$ cat src/rtl/core_byte_sequencer.sv
// Byte-serial front end for the single-cycle RV32 core: assembles a 32-bit instruction,
// issues one core_step, captures the ALU result and drains it LSB first over valid/ready.
module core_byte_sequencer #(
    parameter int OUT_BYTES = 4,
    parameter int CNT_W     = 8
) (
    input  logic             clk,
    input  logic             rst,
    input  logic [7:0]       byte_in,
    input  logic             byte_valid,
    output logic             byte_ready,
    input  logic             halt,
    output logic [31:0]      instr,
    output logic             core_step,
    input  logic [31:0]      alu_result,
    output logic [7:0]       result_byte,
    output logic             result_valid,
    input  logic             result_ready,
    output logic [CNT_W-1:0] retired
);

    typedef enum logic [1:0] {
        ST_LOAD  = 2'd0,
        ST_EXEC  = 2'd1,
        ST_DRAIN = 2'd2
    } state_t;

    localparam logic [1:0] LAST_DRAIN = 2'(OUT_BYTES - 1);

    state_t           state_q, state_d;
    logic [1:0]       byte_idx_q, byte_idx_d;
    logic [1:0]       drain_idx_q, drain_idx_d;
    logic [31:0]      instr_q, instr_d;
    logic [31:0]      buf_q, buf_d;
    logic [CNT_W-1:0] retired_q, retired_d;

    logic byte_acc;
    logic res_acc;

    always_ff @(posedge clk) begin
        if (rst) begin
            state_q     <= ST_LOAD;
            byte_idx_q  <= 2'd0;
            drain_idx_q <= 2'd0;
            instr_q     <= 32'd0;
            buf_q       <= 32'd0;
            retired_q   <= '0;
        end else begin
            state_q     <= state_d;
            byte_idx_q  <= byte_idx_d;
            drain_idx_q <= drain_idx_d;
            instr_q     <= instr_d;
            buf_q       <= buf_d;
            retired_q   <= retired_d;
        end
    end

    always_comb begin
        state_d = state_q;
        case (state_q)
            ST_LOAD:  if (byte_acc && byte_idx_q == 2'd3)            state_d = ST_EXEC;
            ST_EXEC:  if (!halt)                                    state_d = ST_DRAIN;
            ST_DRAIN: if (res_acc && drain_idx_q == LAST_DRAIN)     state_d = ST_LOAD;
            default:                                                state_d = ST_LOAD;
        endcase
    end

    // Handshake strobes depend only on state (and halt); reset masks them immediately.
    always_comb begin
        byte_ready   = !rst && (state_q == ST_LOAD);
        core_step    = !rst && (state_q == ST_EXEC) && !halt;
        result_valid = !rst && (state_q == ST_DRAIN);
    end

    assign byte_acc = byte_valid && byte_ready;
    assign res_acc  = result_valid && result_ready;

    always_comb begin
        byte_idx_d  = byte_idx_q;
        drain_idx_d = drain_idx_q;
        instr_d     = instr_q;
        buf_d       = buf_q;
        retired_d   = retired_q;

        if (byte_acc) begin
            instr_d[{byte_idx_q, 3'b000} +: 8] = byte_in;
            byte_idx_d = byte_idx_q + 2'd1;
        end

        // The core sees instr combinationally, so its result is valid on the step edge.
        if (core_step) begin
            buf_d     = alu_result;
            retired_d = retired_q + CNT_W'(1);
        end

        if (res_acc) begin
            drain_idx_d = (drain_idx_q == LAST_DRAIN) ? 2'd0 : drain_idx_q + 2'd1;
        end
    end

    assign instr       = instr_q;
    assign result_byte = buf_q[{drain_idx_q, 3'b000} +: 8];
    assign retired     = retired_q;

endmodule

$ cat config.mk
export PLATFORM = sky130hd
export DESIGN_NAME = core_byte_sequencer
export DESIGN_NICKNAME = d
export VERILOG_FILES = /design/src/rtl/core_byte_sequencer.sv
export SDC_FILE = /design/constraint.sdc
export NUM_CORES = 1
export LEC_CHECK = 0
export ABC_AREA = 1
export BUFFER_PORTS_ARGS = -buffer_cell sky130_fd_sc_hd__buf_2
export CORE_MARGIN = 4
export CORE_UTILIZATION = 25
export CTS_CLUSTER_SIZE = 8
export DETAILED_ROUTE_END_ITERATION = 8
export GPL_TIMING_DRIVEN = 0
export PLACE_DENSITY_LB_ADDON = 0.2
export SYNTH_ARGS = -nofsm -noshare
export SYNTH_HDL_FRONTEND = slang
export SYNTH_SLANG_ARGS = --single-unit
$ cat constraint.sdc
create_clock -name clk -period 2.9 [get_ports clk]
set_input_delay 0.58 -clock clk [delete_from_list [all_inputs] [get_ports clk]]
set_output_delay 0.58 -clock clk [all_outputs]
set_load 0.02 [all_outputs]
==> impl_metrics.env <==
export IMPL_worst_slack_ps=289.2
export IMPL_syn_nets=533
export IMPL_multiInputGateArea_um2=1568
export IMPL_worstSkewPairLatency_ps=350
export IMPL_postCtsSetupBuffers=0
export IMPL_hold_class="flop to flop"
export IMPL_period_share=0.9003
export IMPL_drt_iter0_drc=155
export IMPL_ir_worst_vdd_mv=0.2679
export IMPL_numCtsBuffers=9
export IMPL_grt_start_max_net_pins=15
export IMPL_maxSlewHeadroom=0.4491
export IMPL_drtPass1Iterations=4
export IMPL_timing_reg2reg_setup_slack_ps=720
export IMPL_fp_dieH_um=125.0
export IMPL_ant_nets=0
export IMPL_dpl_worst_slack_ps=660.2
export IMPL_vias_per_cell=4.393
export IMPL_row_count=42
export IMPL_switching_share=0.2482
export IMPL_drive_gt1_frac=0.2145
export IMPL_n_antenna_cell=0
export IMPL_combPwrFrac=0.068
export IMPL_post_cts_resized=0
export IMPL_cp_end_kind="output port"
export IMPL_finalWirelength_um=10510
export IMPL_status="finished, final reports clean"
export IMPL_hold_ws_ps=444.5
export IMPL_cp_max_fo=10
export IMPL_skew_ps=6.642
export IMPL_rsz0062_at_grt="false"
export IMPL_track_usage=0.1359
export IMPL_start_util=0.2564
export IMPL_powerDensity_nw_per_um2=545.0
export IMPL_intPower_mw=1.809
export IMPL_min_path_cells=2
export IMPL_seqCellArea_um2=1562
export IMPL_avgSynthCellArea_um2=7.114
export IMPL_finalSetupViolations=0
export IMPL_place_congestion=0.7882
export IMPL_post_dp_cell_area_um2=4118
export IMPL_cp_arrival_ps=2030
export IMPL_dp_hpwl_um=8044
export IMPL_synth_warnings=0
export IMPL_clk_path_buf_depth=2
export IMPL_drc=0
export IMPL_cp_start_kind="flop"
export IMPL_yosys_register_bits=78
export IMPL_yosysUniqueCellTypes=21
export IMPL_core_um2=13350
export IMPL_synth_area_leaders="dfxtp_1, nand2_1, a21oi_1, o21ai_0, nor2_1"
export IMPL_period_minus_slack_ps=2611
export IMPL_power_frac_seq=0.453
export IMPL_worst_pin_slew_ps=820.0
export IMPL_cts_sinks=78
export IMPL_dp_cells=752
export IMPL_wl_per_cell_um=13.69
export IMPL_portBuffers=95
export IMPL_syn_cell_area_um2=3422
export IMPL_max_freq_ghz=0.3830
export IMPL_grt_pass1_vias=3254
export IMPL_synth_largest_area_cell="dfxtp_1"
export IMPL_num_fill_cells=1519
export IMPL_rr_startpoint="byte_idx_q[0]"
export IMPL_cts_hold_buf=0
export IMPL_critical_path_class="flop to output port"
export IMPL_areaGrowthSynthToFinish_pct=29.03
export IMPL_min_from="instr[24]"
export IMPL_max_cap_violations=0
export IMPL_syn_inst=481
export IMPL_power_frac_clock=0.479
export IMPL_finalHoldViolCount=0
export IMPL_vias=3374
export IMPL_die_width_um=125.0
export IMPL_switchingPower_uw=597.4
export IMPL_worstPathRequired_ps=2320
export IMPL_clk_pin_slew_worst_paths_ps=60
export IMPL_r2r_end="instr[3]"
export IMPL_tns_ps=0
export IMPL_leakage_nw=1.883
export IMPL_ios=96
export IMPL_worst_r2r_cell_count=5
export IMPL_antenna_found_initial=1
export IMPL_cts_htree_levels=3
export IMPL_yosys_area_top_type_share=0.4563
export IMPL_clockRootBuffer="clkbuf_16"
export IMPL_slew_viol_final=0
export IMPL_seq_area_frac_synth=0.4563
export IMPL_nets=639
export IMPL_whs_endpoint="instr[24]"
export IMPL_final_area_um2=4415
export IMPL_grt_pass1_wl_um=16860
export IMPL_overflow=0
export IMPL_finalNonFillerCells=768
export IMPL_cts_tree="built"
export IMPL_die_area_um2=15620
==> cell type report <==
class | count | area share
multi-input cells | 331 | 0.3551
inverters | 51 | 0.04336
clock buffers | 10 | 0.05186
well taps | 176 | 0.04987
flip-flops and latches | 78 | 0.3536
plain buffers | 21 | 0.02295
repair buffers | 95 | 0.1077
clock inverters | 6 | 0.01559
==> cell families after synthesis <==
| logic type | count (synthesis) | share of synthesized area |
|---|---|---|
| AND/OR/NAND/NOR | 205 | 0.2538 |
| AO/OA/AOI/OAI | 118 | 0.1762 |
| flip-flops | 78 | 0.4563 |
| buffers and inverters | 72 | 0.08556 |
| adder cells (fa/ha/maj) | 7 | 0.02559 |
| XOR/XNOR | 1 | 0.002560 |
==> critical path, stage by stage (launching register included) <==
cell and delay [ps]:
dfxtp_1 330, clkbuf_1 330, inv_1 190, clkbuf_1 280, o21ai_0 280, o22ai_1 100, buf_2 170
==> power groups by stage <==
stage | logic, mW | clock network, mW | registers [mW]
after floorplan | 0.0762 | 0 | 1.13
after global placement | 0.162 | 0 | 1.11
after detailed placement | 0.164 | 0 | 1.11
after CTS | 0.165 | 1.19 | 1.09
after global routing | 0.184 | 1.23 | 1.09
final | 0.163 | 1.15 | 1.09
==> Yosys cell counts <==
cell	instances
nand2_1	102
dfxtp_1	78
a21oi_1	62
nor2_1	57
inv_1	51
o21ai_0	47
nor3_1	20
nand3_1	16
clkbuf_1	11
o22ai_1	8
ha_1	7
buf_2	6
buf_4	4
nand4_1	3
nor2_4	3
nand2_2	1
nand3_2	1
nor2_2	1
nor3_4	1
o31ai_1	1
xnor2_1	1
==> worst max-delay path by stage <==
| stage | from | to | slack (ps) |
|---|---|---|---|
| floorplan | rst | result_valid | 1000 |
| global placement | drain_idx_q[0] | result_byte[6] | 600 |
| detailed placement | drain_idx_q[0] | result_byte[6] | 660 |
| CTS | drain_idx_q[0] | result_byte[6] | 280 |
| global route | drain_idx_q[0] | result_byte[2] | 110 |
| finish | drain_idx_q[0] | result_byte[6] | 290 |
==> cell usage in the layout (no fill, tap or decap), drive strengths merged <==
cell type,instances
a21oi,62
buf,105
bufinv,1
clkbuf,21
clkinv,2
clkinvlp,1
dfxtp,78
ha,7
inv,53
nand2,103
nand3,17
nand4,3
nor2,61
nor3,21
o21ai,47
o22ai,8
o31ai,1
xnor2,1
==> through the flow <==
step,total power [mW],util
floorplan,1.202,-
global placement,1.277,0.3085
detailed placement,1.279,0.3085
CTS,2.442,0.3308
global route,2.502,0.3308
finish,2.407,0.3308
==> layer usage <==
| layer | track usage | vias to the layer above | part of all wire |
|---|---|---|---|
| met4 | 0.05995 | 2 | 0.022 |
| met2 | 0.2211 | 78 | 0.46 |
| li1 | - | 1774 | - |
| met5 | 0 | - | 0.0018 |
| met1 | 0.1673 | 1499 | 0.46 |
| met3 | 0.03966 | 21 | 0.056 |
==> registers in the layout (all words and copies together), names as in the netlist <==
name         cells
byte_idx_q       2
drain_idx_q      2
retired          8
instr           32
state_q          2
buf_q           32
(Power assumes the default switching activity.)
